`src/rtl/alu_seq.sv`:
```
// alu_seq: handshaked ALU with single-cycle logic/arith ops and multi-cycle SHL/MUL.
// Ports: clk, rst_n (async low); Ain/Bin/ALUop/in_valid/in_ready (request side);
//        out/Z/N/V/out_valid/out_ready (result side, all registered).
module alu_seq #(
    parameter int WIDTH = 16
) (
    input  logic             clk,
    input  logic             rst_n,
    input  logic [WIDTH-1:0] Ain,
    input  logic [WIDTH-1:0] Bin,
    input  logic [2:0]       ALUop,
    input  logic             in_valid,
    output logic             in_ready,
    output logic [WIDTH-1:0] out,
    output logic             Z,
    output logic             N,
    output logic             V,
    output logic             out_valid,
    input  logic             out_ready
);

    localparam int SW = $clog2(WIDTH);
    localparam int CW = SW + 1;

    localparam logic [2:0] OP_ADD  = 3'b000;
    localparam logic [2:0] OP_SUB  = 3'b001;
    localparam logic [2:0] OP_AND  = 3'b010;
    localparam logic [2:0] OP_NOTB = 3'b011;
    localparam logic [2:0] OP_OR   = 3'b100;
    localparam logic [2:0] OP_XOR  = 3'b101;
    localparam logic [2:0] OP_SHL  = 3'b110;
    localparam logic [2:0] OP_MUL  = 3'b111;

    typedef enum logic [1:0] {
        S_IDLE,
        S_BUSY,
        S_DONE
    } state_t;

    state_t             r_state;
    logic [WIDTH-1:0]   r_a;
    logic [2:0]         r_op;
    // MUL: {partial product, remaining multiplier bits}; SHL: low half shifts.
    logic [2*WIDTH-1:0] r_p;
    logic [CW-1:0]      r_cnt;
    logic [WIDTH-1:0]   r_out;
    logic               r_z;
    logic               r_n;
    logic               r_v;
    logic               r_in_ready;
    logic               r_out_valid;

    logic [WIDTH-1:0]   w_sum;
    logic [WIDTH-1:0]   w_dif;
    logic [WIDTH-1:0]   w_res;
    logic               w_v;
    logic [WIDTH:0]     w_add;
    logic [2*WIDTH-1:0] w_p_next;
    logic               w_mul;
    logic               w_shl_go;
    logic               w_busy_mul;

    assign w_sum = Ain + Bin;
    assign w_dif = Ain - Bin;

    always_comb begin
        w_res = '0;
        w_v   = 1'b0;
        case (ALUop)
            OP_ADD: begin
                w_res = w_sum;
                w_v   = (Ain[WIDTH-1] == Bin[WIDTH-1]) &&
                        (w_sum[WIDTH-1] != Ain[WIDTH-1]);
            end
            OP_SUB: begin
                w_res = w_dif;
                w_v   = (Ain[WIDTH-1] != Bin[WIDTH-1]) &&
                        (w_dif[WIDTH-1] != Ain[WIDTH-1]);
            end
            OP_AND:  w_res = Ain & Bin;
            OP_NOTB: w_res = ~Bin;
            OP_OR:   w_res = Ain | Bin;
            OP_XOR:  w_res = Ain ^ Bin;
            OP_SHL:  w_res = Ain;
            default: w_res = '0;
        endcase
    end

    assign w_mul      = (ALUop == OP_MUL);
    assign w_shl_go   = (ALUop == OP_SHL) && (Bin[SW-1:0] != '0);
    assign w_busy_mul = (r_op == OP_MUL);

    // One shift-add step: add multiplicand if current multiplier bit set, shift right.
    assign w_add = {1'b0, r_p[2*WIDTH-1:WIDTH]} +
                   {1'b0, (r_p[0] ? r_a : '0)};

    assign w_p_next = w_busy_mul ?
                      {w_add, r_p[WIDTH-1:1]} :
                      {r_p[2*WIDTH-1:WIDTH], r_p[WIDTH-2:0], 1'b0};

    always_ff @(posedge clk or negedge rst_n) begin
        if (!rst_n) begin
            r_state     <= S_IDLE;
            r_a         <= '0;
            r_op        <= '0;
            r_p         <= '0;
            r_cnt       <= '0;
            r_out       <= '0;
            r_z         <= 1'b0;
            r_n         <= 1'b0;
            r_v         <= 1'b0;
            r_in_ready  <= 1'b1;
            r_out_valid <= 1'b0;
        end else begin
            case (r_state)
                S_IDLE: begin
                    if (in_valid) begin
                        r_a  <= Ain;
                        r_op <= ALUop;
                        if (w_mul) begin
                            r_p        <= {{WIDTH{1'b0}}, Bin};
                            r_cnt      <= CW'(WIDTH);
                            r_state    <= S_BUSY;
                            r_in_ready <= 1'b0;
                        end else if (w_shl_go) begin
                            r_p        <= {{WIDTH{1'b0}}, Ain};
                            r_cnt      <= {1'b0, Bin[SW-1:0]};
                            r_state    <= S_BUSY;
                            r_in_ready <= 1'b0;
                        end else begin
                            r_out       <= w_res;
                            r_z         <= (w_res == '0);
                            r_n         <= w_res[WIDTH-1];
                            r_v         <= w_v;
                            r_cnt       <= '0;
                            r_state     <= S_DONE;
                            r_in_ready  <= 1'b0;
                            r_out_valid <= 1'b1;
                        end
                    end
                end
                S_BUSY: begin
                    r_p   <= w_p_next;
                    r_cnt <= r_cnt - CW'(1);
                    if (r_cnt == CW'(1)) begin
                        r_out       <= w_p_next[WIDTH-1:0];
                        r_z         <= (w_p_next[WIDTH-1:0] == '0);
                        r_n         <= w_p_next[WIDTH-1];
                        r_v         <= w_busy_mul &&
                                       (w_p_next[2*WIDTH-1:WIDTH] != '0);
                        r_state     <= S_DONE;
                        r_out_valid <= 1'b1;
                    end
                end
                S_DONE: begin
                    if (out_ready) begin
                        r_state     <= S_IDLE;
                        r_out_valid <= 1'b0;
                        r_in_ready  <= 1'b1;
                    end
                end
                default: begin
                    r_state     <= S_IDLE;
                    r_in_ready  <= 1'b1;
                    r_out_valid <= 1'b0;
                end
            endcase
        end
    end

    assign in_ready  = r_in_ready;
    assign out       = r_out;
    assign Z         = r_z;
    assign N         = r_n;
    assign V         = r_v;
    assign out_valid = r_out_valid;

endmodule

```
`config.mk`:
```
export PLATFORM = sky130hd
export DESIGN_NAME = alu_seq
export DESIGN_NICKNAME = d
export VERILOG_FILES = /design/src/rtl/alu_seq.sv
export SDC_FILE = /design/constraint.sdc
export NUM_CORES = 1
export LEC_CHECK = 0
export CORE_AREA = 10 10 123 125
export DETAILED_ROUTE_END_ITERATION = 7
export DIE_AREA = 0 0 133 135
export PLACE_DENSITY_LB_ADDON = 0.08
export SLEW_MARGIN = 20
export SYNTH_ARGS = -nofsm -noshare
export SYNTH_HDL_FRONTEND = slang
export SYNTH_SLANG_ARGS = --single-unit
```
`constraint.sdc`:
```
create_clock -name clk -period 4.4 [get_ports clk]
set_clock_uncertainty 0.05 [all_clocks]
set_input_delay 0.66 -clock clk [delete_from_list [all_inputs] [get_ports clk]]
set_output_delay 0.66 -clock clk [all_outputs]
set_load 0.05 [all_outputs]
```
==> results of run 1 <==
## path summary, 6_finish.rpt
check                      startpoint  slack, ns       to  cells past startpoint
min in group clk               out[7]       0.43   out[7]                      2
setup / recovery               Bin[3]       0.61        Z                     12
max in group asynchronous       rst_n       3.24  r_op[2]                      1
setup reg to reg               r_p[0]       0.72        V                     13
hold / removal                  rst_n       0.42   out[7]                      1
hold reg to reg                out[7]       0.43   out[7]                      2
## area by class of cell
class                   count  area, um2  share of cell area [%]
clock inverters             6       68.8                   0.795
clock buffers              10        239                    2.76
repair buffers             90        833                    9.63
well taps                 172        215                    2.49
flip-flops and latches     78       1950                    22.6
multi-input cells         752       5140                    59.4
inverters                  54        203                    2.34
## state kept, by name, summed over array words and instances, names as in the netlist
register	cells
r_state	2
r_p	32
Z	1
r_cnt	5
V	1
out	16
in_ready	1
r_a	16
r_op	3
out_valid	1
## placed cells by master (no fill, tap or decap), drive strengths merged, types with 5 or more instances in the layout
cell           instances
a2111oi                8
a211oi                11
a21o                  15
a21oi                 59
a221o                  5
a221oi                 7
a222oi                 5
a22o                   9
a311oi                 8
a31oi                  8
and2                  25
and3                   9
buf                   32
clkbuf                10
clkdlybuf4s50         58
dfrtp                 77
ha                    68
inv                   55
mux2                  23
mux2i                 15
nand2                112
nand2b                16
nand3                 24
nand4                  5
nor2                  64
nor2b                 15
nor3                  19
nor4                  12
o211ai                 9
o21a                  10
o21ai                 92
o21bai                 5
o31a                   7
o31ai                 12
or2                    7
or3                    8
xnor2                  8
## report_power, final
part / internal (uW) / switching (uW)
clock network: 458 / 320
logic: 905 / 1430
registers: 1030 / 256
## cell usage after synthesis (16+ instances only)
cell type / count
nand2_1: 111
nor3_1: 17
dfrtp_1: 77
nand3_1: 24
a21oi_1: 57
clkbuf_1: 32
o21ai_0: 74
nand2b_1: 16
mux2_2: 23
ha_1: 68
and2_1: 22
inv_1: 53
o21ai_1: 17
nor2_1: 64
## metal layers
metal / global-route usage, % / wire (um) / vias to the layer above / share of wire, %
li1: - / - / 3510 / -
met1: 37.6 / 10600 / 3693 / 42
met2: 41.9 / 11100 / 463 / 44
met3: 6.31 / 2590 / 63 / 10
met4: 10.1 / 794 / 0 / 3.2
met5: 0 / 0 / - / 0
## cell families (layout without fill, tap and decap cells)
kind of cell | count (synthesis) | count (layout) | share of synthesized area [%]
xor+xnor | 10 | 10 | 1.15
fa+ha+maj | 71 | 71 | 12.0
compound gates | 306 | 306 | 27.7
flops | 78 | 78 | 25.6
buf+inv | 112 | 160 | 6.98
mux | 39 | 39 | 5.66
simple gates | 326 | 326 | 20.9
## per-stage QoR
stage / util (%) / hold WS (ns) / total power [uW] / cells / setup slack [ns]
detailed placement: 66.4 / 0.419 / 3570 / 1146 / 0.355
floorplan: - / 0.314 / 2850 / 942 / 1.30
finish: 68.9 / 0.419 / 4400 / 1162 / 0.606
CTS: 68.8 / 0.433 / 4360 / 1162 / 0.700
global placement: 66.4 / 0.408 / 3480 / 1146 / 0.412
global route: 68.9 / 0.449 / 4660 / 1162 / 0.335
==> key figures, run 1 <==
Clock network
  – Max clock buf depth: 2
  – Worst-path clk slew: 0.06 ns
  – CTS tree: yes
  – # hold bufs at CTS: 0
  – Clock sinks: 78
  – Clock Tree Root: clkbuf_16
  – Post-CTS setup buffer count: 0
  – H-tree depth: 3
  – Cts repair resizes: 0
  – CTS buffer count: 9
  – Worst-Skew Late Latency: around 0.35 ns

Setup path
  – WS Path Type: input pin to register
  – Worst path required time: between 4 and 5 ns
  – CP max-delay cell: clkdlybuf4s50_1
  – CP Capture Type: register
  – Worst Path Buf+Inv: 2
  – CP arrival: about 4 ns
  – Startpoint types: input pin
  – Critical Path Fanout Max: 12
  – Crit path cell chain: clkdlybuf4s50_1, inv_1, ha_1, nor3_2, a2111oi_4, or2_1, nor4_1, a2111oi_0, a31oi_1, a2111oi_2, nand4_1, o21ai_1
  – Delay-heaviest family, CP: compound AO/OA/AOI/OAI gates
  – CP peak stage delay: 0.56 ns

Timing
  – Max-slew violations: 0
  – Tcrit/Tclk final: 86.2%
  – Max Freq: 264 MHz
  – RSZ-0062 raised after global routing: no
  – Post-route minimum period: ~3.8 ns
  – Final Hold Fails: 0
  – Setup_tns: 0 ns
  – Final setup violation count: 0
  – Rel. slew slack: 28.8%
  – Worst slew pin tran: 1.07 ns

Synth
  – Cell taking the most area after synthesis: dfrtp_1
  – Synth top area cells: dfrtp_1 (25%), ha_1 (11%), nand2_1 (5.5%)
  – Seq cells post-synth: 78
  – Share of the synthesized area in the top cell type: 25.3%
  – Post-synthesis cell count: between 900 and 1000
  – Post-synthesis area per instance: 8.09 um2
  – Ys flop type: dfrtp_1
  – Synth Cell Area: around 7600 um2
  – Yosys cell types: between 90 and 100
  – Yosys Warn Count: 0
  – Ys async rst share: between 90% and 100%
  – Syn_nets: 1052
  – EDFF count, synth: 0
  – Register area share after synthesis: 25.6%

Final layout
  – Finished layout cell area: 8660 um2
  – Antenna cells: 0
  – Final net count: 1095
  – Area grow syn2layout: 13.6%
  – Filler instances: around 1100
  – Layout cell share with drive strength beyond 1: 10.0%

Global routing
  – Vias in the first global route: 7341
  – GRT Util Overall: 27.7%
  – Initial antenna violation count: 0
  – Pin count of the biggest net entering global routing: just under 80
  – First-pass GRT wire length: 40100 um
  – Gr ovfl total: 0

Floorplanning
  – Die height: 135 um
  – Core area: between 10000 and 15000 um2
  – Initial Utilization: about three fifths
  – # IOs: 60
  – Core Rows: 41
  – Die X: 133 um
  – Die Area: about 18000 um2

Placed design
  – Placer Congestion: a little over 1
  – I/O Buffers: 59
  – Post-placement cell area: roughly 8300 um2
  – DP Wirelength: 18900 um

Detailed routing
  – Wire per inst: 21.6 um
  – # DRC: 0
  – Drt pass-1 iters: 5
  – Vias per cell: 6.65
  – DR iter-0 viols: 999
  – Routed Wire Length: 25100 um
  – DRT antenna net count: 0
  – DR vias: 7729

Flow run
  – Max-cap violations: 0

Pwr
  – Power per cell area: 508 nW/um2
  – Static leakage power: 0.00381 uW
  – Worst vdd ir: 290 uV

Run status
  – Outcome: complete, no violations

Min path
  – Hold/Removal Path Class: input pin to async pin
Note: power is estimated with default switching activity, not from simulation.
==> run 2, diff against run 1 <==
Settings changed: SLEW_MARGIN 20 to default.
==> run 2 against run 1 <==
Against the previous run:
- final cell count unchanged
- sequential share of layout area about the same
- register-to-register slack about the same
- first-iteration DRC count decreased by 4.5%
- maximum frequency increased by 0.95%
- sequential cell count unchanged
- sequential power about the same
- via count increased by 0.36%
- non-clock buffer count unchanged
- critical path type unchanged
- largest cell class unchanged
==> key figures, run 2 (same netlist as run 1, synthesis figures left out) <==
Timing
  – Post-route minimum period: 3.76 ns (-0.0357 ns)
  – Final Hold Fails: 0 (unchanged)
  – Max Freq: 266 MHz (+0.95%)
  – Setup_tns: 0 ns (unchanged)
  – Worst slew pin tran: 1.18 ns (+0.113 ns)
  – Final setup violation count: 0 (unchanged)
  – RSZ-0062 raised after global routing: no
  – Max-slew violations: 0 (unchanged)
  – Tcrit/Tclk final: 85.4% (-0.81 points)
  – Hold slack: 0.417 ns (-0.00201 ns)
  – Rel. slew slack: 21.3% (-7.5 points)

Detailed routing
  – DR iter-0 viols: 954 (-4.5%)
  – Routed Wire Length: 25100 um (about the same)
  – Wire per inst: 21.6 um (about the same)
  – Drt pass-1 iters: 8 (+3)
  – Vias per cell: 6.68 (+0.36%)
  – DRT antenna net count: 0 (unchanged)
  – DR vias: 7757 (+0.36%)
  – # DRC: 0 (unchanged)

Clock network
  – CTS tree: yes
  – CTS buffer count: 9 (unchanged)
  – Clock sinks: 78 (unchanged)
  – Max clock buf depth: 2 (unchanged)
  – H-tree depth: 3 (unchanged)
  – # hold bufs at CTS: 0 (unchanged)
  – Post-CTS setup buffer count: 0 (unchanged)
  – Worst-Skew Late Latency: 0.35 ns (about the same)
  – Worst-path clk slew: 0.06 ns (about the same)
  – Clock Tree Root: clkbuf_16
  – Cts repair resizes: 0 (unchanged)

Pwr
  – Power per cell area: 508 nW/um2 (about the same)
  – Static leakage power: 0.00381 uW (about the same)
  – Worst vdd ir: 290 uV (-0.12%)

Placed design
  – DP Wirelength: 18900 um (unchanged)
  – Placer Congestion: 1.02 (unchanged)
  – I/O Buffers: 59 (unchanged)

Setup path
  – Worst Path Buf+Inv: 2 (unchanged)
  – Startpoint types: input pin
  – Delay-heaviest family, CP: compound AO/OA/AOI/OAI gates
  – Critical Path Fanout Max: 5 (-7)
  – Worst path required time: 4.62 ns (about the same)
  – CP peak stage delay: 0.58 ns (+0.02 ns)
  – CP max-delay cell: clkdlybuf4s50_1
  – WS Path Type: input pin to register
  – Crit path cell chain: clkdlybuf4s50_1, inv_1, ha_1, o21bai_1, a2111oi_4, o311a_1, o21ai_2, nand2_1, a221o_1, a2111oi_2, nand4_1, o21ai_1
  – CP arrival: 3.98 ns (-0.03 ns)
  – CP Capture Type: register

Floorplanning
  – Die X: 133 um (unchanged)
  – Initial Utilization: 60.6% (unchanged)
  – Core area: 12600 um2 (unchanged)
  – # IOs: 60 (unchanged)
  – Core Rows: 41 (unchanged)
  – Die height: 135 um (unchanged)
  – Die Area: 18000 um2 (unchanged)

Global routing
  – Initial antenna violation count: 0 (unchanged)
  – Gr ovfl total: 0 (unchanged)
  – Vias in the first global route: 7341 (unchanged)
  – Pin count of the biggest net entering global routing: 79 (unchanged)
  – GRT Util Overall: 27.7% (unchanged)
  – First-pass GRT wire length: 40100 um (unchanged)

Final layout
  – Commonest cells after routing, fill and taps aside: nand2_1 (111), dfrtp_1 (77), o21ai_0 (74)
  – Area grow syn2layout: 13.5% (about the same)
  – Layout cell share with drive strength beyond 1: 10.0% (unchanged)
  – Largest register FFs: 32 (unchanged)
  – Final net count: 1095 (unchanged)
  – Top reg by flops: r_p
  – Most common cell after layout, fill and taps aside: nand2_1
  – Antenna cells: 0 (unchanged)
  – Filler instances: 1059 (+0.28%)

Min path
  – Hold/Removal Path Class: input pin to async pin

Flow run
  – Max-cap violations: 0 (unchanged)

Run status
  – Outcome: complete, no violations
[run 2: power breakdown]
group	switching (uW)	internal [uW]	total (uW)
sequential	257	1030	1290
combinational	1430	904	2330
clock	321	458	779
total	2000	2390	4400
[run 2: worst paths after layout]
check                      cells past startpoint   start  slack, ns      end
max                                           12  Bin[1]       0.64        Z
min                                            1   rst_n       0.42   out[7]
max reg2reg                                   13  r_p[0]       0.72        V
min reg2reg                                    2  out[7]       0.43   out[7]
max in group asynchronous                      1   rst_n       3.23  r_op[2]
min in group clk                               2  out[7]       0.43   out[7]
[run 2: cell type report]
cell class / instances / area (um2) / share of cell area (%)
clock buffer: 10 / 239 / 2.76
clock inverter: 6 / 68.8 / 0.795
inverter: 54 / 203 / 2.34
multi-input combinational: 752 / 5140 / 59.4
sequential: 78 / 1950 / 22.6
tap: 172 / 215 / 2.49
timing repair buffer: 90 / 833 / 9.63
[run 2: stage by stage]
step	area [um2]	util, %	power [uW]	setup slack, ns	cells
final	8650	68.8	4400	0.642	1162
after global routing	8650	68.8	4650	0.335	1162
after CTS	8650	68.8	4360	0.700	1162
after detailed placement	8340	66.4	3570	0.355	1146
after global placement	8340	66.4	3480	0.412	1146
after floorplan	7620	-	2850	1.30	942
[run 2: metal layers]
metal	share of wire, %	global-route usage (%)	vias to the layer above
met5	0	0	-
met4	3.5	10.1	0
met3	10	6.31	75
met2	44	41.9	472
met1	43	37.6	3694
li1	-	-	3516
